===== src/rtl/latch_sequencer.sv =====
// latch_sequencer: multicycle FSM driving the datapath latch enables and PC update,
// with memory ready handshake, access watchdog and retired-instruction counter.
module latch_sequencer #(
  parameter int RETIRE_WIDTH = 16,
  parameter int MEM_TIMEOUT  = 255
) (
  input  logic                    clk,
  input  logic                    reset,
  input  logic                    run,
  input  logic [1:0]              opClass,
  input  logic                    isHalt,
  input  logic                    branchTaken,
  input  logic                    memReady,
  output logic                    memReq,
  output logic                    memWrite,
  output logic                    irEnable,
  output logic                    operandEnable,
  output logic                    aluOutEnable,
  output logic                    mdrEnable,
  output logic                    pcEnable,
  output logic                    pcSelBranch,
  output logic                    regWrite,
  output logic [2:0]              state,
  output logic [RETIRE_WIDTH-1:0] retired,
  output logic                    fault
);
  typedef enum logic [2:0] {IDLE, FETCH, DECODE, EXECUTE, MEMORY, WRITEBACK, HALTED, FAULT} state_t;
  localparam logic [1:0] ALU = 2'b00, LOAD = 2'b01, STORE = 2'b10, BRANCH = 2'b11;
  state_t cur, nxt, nextInstr;
  logic [1:0] opClassQ;
  logic [7:0] waitCount;
  logic inMem, timeout, retire;
  always_ff @(posedge clk or posedge reset)
    if (reset) begin
      cur       <= IDLE;
      opClassQ  <= ALU;
      waitCount <= '0;
      retired   <= '0;
    end else begin
      cur <= nxt;
      if (cur == DECODE) opClassQ <= opClass;
      // outside FETCH/MEMORY the count idles at zero, so every entry starts fresh
      waitCount <= inMem && !memReady ? waitCount + 8'd1 : 8'd0;
      if (retire) retired <= retired + 1'b1;
    end
  always_comb begin
    inMem         = cur == FETCH || cur == MEMORY;
    timeout       = inMem && !memReady && waitCount == 8'(MEM_TIMEOUT - 1);
    nextInstr     = run ? FETCH : IDLE;
    retire        = (cur == EXECUTE && opClassQ == BRANCH) || (cur == MEMORY && opClassQ == STORE && memReady) || cur == WRITEBACK;
    memReq        = inMem;
    memWrite      = cur == MEMORY && opClassQ == STORE;
    irEnable      = cur == FETCH && memReady;
    operandEnable = cur == DECODE;
    aluOutEnable  = cur == EXECUTE;
    mdrEnable     = cur == MEMORY && opClassQ == LOAD && memReady;
    pcSelBranch   = cur == EXECUTE && opClassQ == BRANCH && branchTaken;
    pcEnable      = irEnable || pcSelBranch;
    regWrite      = cur == WRITEBACK;
    fault         = cur == FAULT;
    nxt           = cur;
    case (cur)
      IDLE:      nxt = nextInstr;
      FETCH:     nxt = memReady ? DECODE : timeout ? FAULT : FETCH;
      DECODE:    nxt = isHalt ? HALTED : EXECUTE;
      EXECUTE:   nxt = opClassQ == ALU ? WRITEBACK : opClassQ == BRANCH ? nextInstr : MEMORY;
      MEMORY:    nxt = memReady ? (opClassQ == LOAD ? WRITEBACK : nextInstr) : timeout ? FAULT : MEMORY;
      WRITEBACK: nxt = nextInstr;
      default:   nxt = cur;
    endcase
  end
  assign state = cur;
endmodule


===== config.mk =====
export PLATFORM = sky130hd
export DESIGN_NAME = latch_sequencer
export DESIGN_NICKNAME = d
export VERILOG_FILES = /design/src/rtl/latch_sequencer.sv
export SDC_FILE = /design/constraint.sdc
export NUM_CORES = 1
export LEC_CHECK = 0
export ABC_AREA = 1
export CAP_MARGIN = 20
export CORE_UTILIZATION = 46
export DETAILED_ROUTE_END_ITERATION = 16
export PLACE_DENSITY_LB_ADDON = 0.15
export SETUP_SLACK_MARGIN = 0.5
export SKIP_CTS_REPAIR_TIMING = 1
export SLEW_MARGIN = 20
export SYNTH_ARGS = -nofsm -noshare
export SYNTH_HDL_FRONTEND = slang
export SYNTH_SLANG_ARGS = --single-unit

===== constraint.sdc =====
create_clock -name clk -period 1.3 [get_ports clk]
set_input_delay 0.13 -clock clk [delete_from_list [all_inputs] [get_ports clk]]
set_output_delay 0.13 -clock clk [all_outputs]
set_load 0.03 [all_outputs]

# [After elaboration in Yosys (flattened, before gate mapping)]
# Index checks and enable logic that the tools add are counted.
[totals] ff_bits=29 inputBits=8 output_inout_bits=29 word_cells=45
[classes] add_sub_neg=2 eq_ne=10 mux=11 n_reduce_logical=18
[op_table] operator="$mux W3" count=7
[op_table] operator="$add A16 B1 Y16 const B" count=1
[op_table] operator="$pmux W3 S5" count=1
[op_table] operator="$eq A3 B3 Y1 const B" count=3
[op_table] operator="$logic_and A1 B1 Y1" count=9
[op_table] operator="$add A8 B1 Y8 const B" count=1
[op_table] operator="$eq A8 B8 Y1 const B" count=1
[op_table] operator="$mux W8" count=1
[op_table] operator="$eq A3 B2 Y1 const B" count=2
[op_table] operator="$reduce_bool A5 Y1" count=1
[op_table] operator="$eq A2 B2 Y1 const B" count=2
[op_table] operator="$logic_or A1 B1 Y1" count=4
[op_table] operator="$eq A3 B1 Y1 const B" count=1
[op_table] operator="$logic_not A3 Y1" count=1
[op_table] operator="$eq A2 B1 Y1 const B" count=1
[op_table] operator="$logic_not A2 Y1" count=1
[op_table] operator="$mux W2" count=1
[op_table] operator="$reduce_or A2 Y1" count=1
[op_table] operator="$logic_not A1 Y1" count=1
[op_table] operator="$mux W1" count=1

# [Depth between registers and ports, before layout]
[depth] depth_word=7 mapped_depth=10 ltp_nobuf=10

# [Worst setup path before layout]
# No wires, ideal clock.
[synth_timing] path_type="register -> register" from="reg cur[0], in the netlist state[0]" to="reg retired[6]" setup_ns=0.065 t_arrival_ns=1.723 required_time_ns=1.235 path_slack_ns=-0.488 path_stages_with_launch=11 n_path_buf=3 synth_period_minus_slack_ns=1.788 path_cell_list="dfrtp_1 -> buf_2 -> nor2_2 -> nand2_2 -> nor3_4 -> nand2_1 -> nand2_1 -> buf_6 -> buf_12 -> nand3_2 -> nand2_1"
[synth_between] elab_chain_len=5 elab_cells_between_ends=8 cone_classes="eq/ne (3); reduce/logical (5)"
[synth_rtl] element="start: declaration" line_no="29" source="state_t cur, nxt, nextInstr;"
[synth_rtl] element="start signal: assignment" line_no="40" source="cur <= nxt;"
[synth_rtl] element="$eq A3 B3 Y1"
[synth_rtl] element="$logic_and A1 B1 Y1"
[synth_rtl] element="net memWrite" line_no="15" source="output logic memWrite,"
[synth_rtl] element="$logic_and A1 B1 Y1" line_no="50" source="retire = (cur == EXECUTE && opClassQ == BRANCH) || (cur == MEMORY && opClassQ == STORE && memReady) || cur == ..."
[synth_rtl] element="$logic_or A1 B1 Y1 (2 in a row)" line_no="50"
[synth_rtl] element="end signal: assignment" line_no="44" source="if (retire) retired <= retired + 1'b1;"
[synth_rtl] element="end: declaration" line_no="24" source="output logic [RETIRE_WIDTH-1:0] retired,"
# The timed path passes the listed nets, and every way through them passes these cells.
# A chain may end at the register's enable or synchronous reset.

# [Final worst setup path]
[layout_timing] from="reg cur[2], in the netlist state[2]" to="out pcEnable"
[layout_between] elab_chain_len=4 elab_cells_between_ends=6 cone_classes="eq/ne (2); reduce/logical (4)"
[layout_rtl] element="$eq A3 B2 Y1" line_no="57" source="pcSelBranch = cur == EXECUTE && opClassQ == BRANCH && branchTaken;"
[layout_rtl] element="$logic_and A1 B1 Y1 (2 in a row)" line_no="57"
[layout_rtl] element="$logic_or A1 B1 Y1 *" line_no="58" source="pcEnable = irEnable || pcSelBranch;"
[layout_rtl] element="end: declaration" line_no="20" source="output logic pcEnable,"
# Every way passes the cells marked *; elsewhere a longest branch is shown, timed or not.

==> parameters.txt <==
Parameter                              Value

Clocking
  H-tree depth ... 2
  Cts bufs inserted ... 5
  Clock Tree Buf Depth ... 2
  Clock-pin slew on the worst setup and hold paths ... 0.07 ns
  Clock tree from TritonCTS ... built
  Count of clock tree sinks ... 29
  Clock latency of the later-clocked register in the worst-skew pair ... 0.29 ns
  Root buffer selected by CTS ... sky130_fd_sc_hd__clkbuf_8

Synth
  Compound-gate portion of the synthesized area ... 7.997%
  Syn Inst Count ... 251
  Mean instance size in the synthesized netlist ... 7.168 um2
  Mapped Area ... 1799 um2
  Largest area contributor in the synthesized netlist ... sky130_fd_sc_hd__dfrtp_1
  Count of warnings emitted by yosys ... 0
  Adder-cell share of the synthesized area ... 2.086%
  Sequential-to-total area share from yosys stat ... 40.33%
  Top cells by area in the synthesized netlist ... sky130_fd_sc_hd__dfrtp_1 40%, sky130_fd_sc_hd__nand2_1 16%, sky130_fd_sc_hd__inv_1 7.5%
  Number of nets in the synthesized netlist ... 262
  Combinational family with the most area after synthesis ... simple AND/OR/NAND/NOR gates
  Share of synthesized cell area in and, or, nand and nor gates ... 35.47%
  Multiplexer share of the synthesized area ... 0%
  Xor/xnor cell area share of the yosys netlist ... 3.894%
  Number of register bits inferred by synthesis ... 29
  Unique cell type count in the Yosys netlist ... 28
  Area share of the largest cell type after synthesis ... 40.33%

Power
  Static Leakage ... 0.001357 uW
  Total power of the final layout ... 1713 uW
  Power Density ... 592.5 nW/um2
  Worst VDD drop ... 498.2 uV

STA
  Pins over their slew limit ... 0
  Total of endpoints with negative setup slack in the final report ... 32
  Final clock skew ... 0.003409 ns
  Setup slack after layout ... -0.2769 ns
  Final clock period utilization by the worst path ... 121.3%
  Unrepaired setup endpoints after global routing ... true
  Worst rel slew slack ... 80.56%
  Actual slew at the worst max-slew pin ... 0.2893 ns
  FMAX ... 634.2 MHz
  Min Clock Period, post-route ... 1.577 ns
  Hold slack final ... 0.1730 ns
  Final Hold Violating Endpoints ... 0
  TNS Setup ... -4.833 ns

Critical path
  Worst setup path class ... reg2out
  Max stage delay on crit path ... 0.44 ns
  CP endpoint kind ... primary output
  Library cell contributing the largest single delay on the critical path ... sky130_fd_sc_hd__dfrtp_2
  Critical R2R Launch ... state[1]$_DFFE_PP0P_
  Arrival time of the worst setup path ... 1.45 ns
  Cell depth of the worst flop-to-flop path ... 10
  Sequence of cells on the critical path ... inv_2 -> nand3_2 -> nor2_2 -> buf_4 -> inv_4 -> o22ai_4 -> buf_6
  Last element of the critical path ... pcEnable
  Crit path launch type ... flip-flop
  Family of cells with the greatest summed delay on the critical path ... flip-flops
  Worst Setup SP ... state[2]$_DFFE_PP0P_
  Critical path data required time ... 1.17 ns
  Crit-path max FO ... 4
  Endpoint of the worst-slack reg-to-reg timing path ... retired[6]$_DFFE_PP0P_
  Reg2Reg Setup Slack ... -0.26 ns
  Logic depth of the worst path, buffers included ... 7
  Count of buffer and inverter cells on the critical path ... 4

Final layout
  Relative area change from synthesis to final layout ... 60.71%
  Number of diodes added for antenna fixing ... 0
  Leading cell type in the layout, fill and taps excluded ... sky130_fd_sc_hd__nand2_1
  Final standard cell count with taps included and fillers excluded ... 384
  Share of cells above drive strength 1 ... 38.10%
  Net count of the finished layout ... 346
  Highest-count cells in the layout ignoring fill and taps ... 69 x sky130_fd_sc_hd__nand2_1, 34 x sky130_fd_sc_hd__buf_4, 32 x sky130_fd_sc_hd__buf_6, 30 x sky130_fd_sc_hd__inv_1, 25 x sky130_fd_sc_hd__dfrtp_1

Routing
  Drt initial violations ... 115
  WL final ... 4724 um
  DR vias ... 1,897
  Wire length per cell ... 12.30 um
  DRC errors left ... 0
  Antenna-violating nets left ... 0
  Drt via density ... 4.940
  First-pass iteration count of the detailed router ... 4

GRT
  First-pass GRT wire length ... 7307 um
  Number of antenna violations at the first check in global routing ... 0
  Vias in the first global route ... 1,661
  Grt total ovfl ... 0
  Aggregate global-route resource usage ... 23.06%
  Pin count of the biggest net entering global routing ... 30

Floorplanning
  Starting Density ... 48.42%
  Total number of placement rows ... 22
  Number of I/O pins ... 37
  Die Y ... 64.54 um
  Core area ... 3716 um2
  Overall die area ... 4165 um2
  Chip Width ... 64.54 um

Worst hold path
  Type of the tightest min-delay check ... in2async

Run status
  Violated checks ... negative setup slack
  Run status ... finished with violations

Placed design
  Worst slack at placement ... -0.1573 ns
  Port Buf Inserts ... 36
  Detailed placement HPWL ... 3197 um
  Cell total after placement ... 363
  Final GP Congestion ... 0.9031

Job
  Max_cap viols ... 0
==> worst register-to-register path: cells and delay by family (launching register included) <==
family        cells  cell delay (ns)
buf+inv           2             0.25
simple gates      8             0.74
flops             1             0.45
==> cells by family after synthesis <==
| group | Yosys count |
|---|---|
| buffers and inverters | 42 |
| flip-flops | 29 |
| AND/OR/NAND/NOR | 144 |
| AO/OA/AOI/OAI | 25 |
| XOR/XNOR | 8 |
| adder cells (fa/ha/maj) | 3 |
==> worst min path at each step <==
stage,cells after the start,from,end,slack [ns]
final,3,reset,opClassQ[1]$_DFFE_PP0P_,0.17
after global routing,3,reset,waitCount[5]$_DFF_PP0_,0.22
after CTS,3,reset,waitCount[2]$_DFF_PP0_,0.17
after detailed placement,3,reset,waitCount[2]$_DFF_PP0_,0.49
after global placement,3,reset,waitCount[2]$_DFF_PP0_,0.48
after floorplan,1,reset,opClassQ[0]$_DFFE_PP0P_,0.21
==> per-stage QoR <==
step	util [%]	cell area (um2)
after floorplan	-	1859
after global placement	67.00	2490
after detailed placement	67.00	2490
after CTS	69.33	2576
after global routing	77.81	2892
final	77.81	2892
==> metal layers <==
layer	up-vias	GRT usage (%)	part of all wire, %
met2	48	36.45	48
met1	887	30.34	47
met3	7	4.754	4.0
met5	-	0	0
met4	0	10.00	1.6
li1	955	-	-
==> cells in the mapped netlist, drive strengths merged <==
cell type and n:
a21oi 6, a22oi 1, and2 1, and3 1
buf 4, dfrtp 29, ha 3, inv 38
nand2 80, nand3 15, nand3b 2, nand4 5
nor2 30, nor3 9, nor3b 1, o21ai 17
o22ai 1, xnor2 1, xor2 7
==> sequential cells by signal, indices dropped and copies added (netlist names) <==
name	count
retired	16
waitCount	8
state	3
opClassQ	2
==> power breakdown <==
part	total (uW)	internal [uW]	switching, uW	leakage [uW]
clock	748	369	380	0.0000439
combinational	62.8	27.5	35.3	0.000942
sequential	902	902	0	0.000371
total	1710	1300	415	0.00136
==> cell type report <==
| type | count | area (um2) |
|---|---|---|
| multi-input cells | 180 | 1033 |
| well taps | 48 | 60.06 |
| clock inverters | 3 | 17.52 |
| fillers | 264 | 824.5 |
| repair buffers | 81 | 830.8 |
| flip-flops and latches | 29 | 730.7 |
| inverters | 38 | 150.1 |
| clock buffers | 5 | 68.82 |
Note: power is estimated with default switching activity, not from simulation.
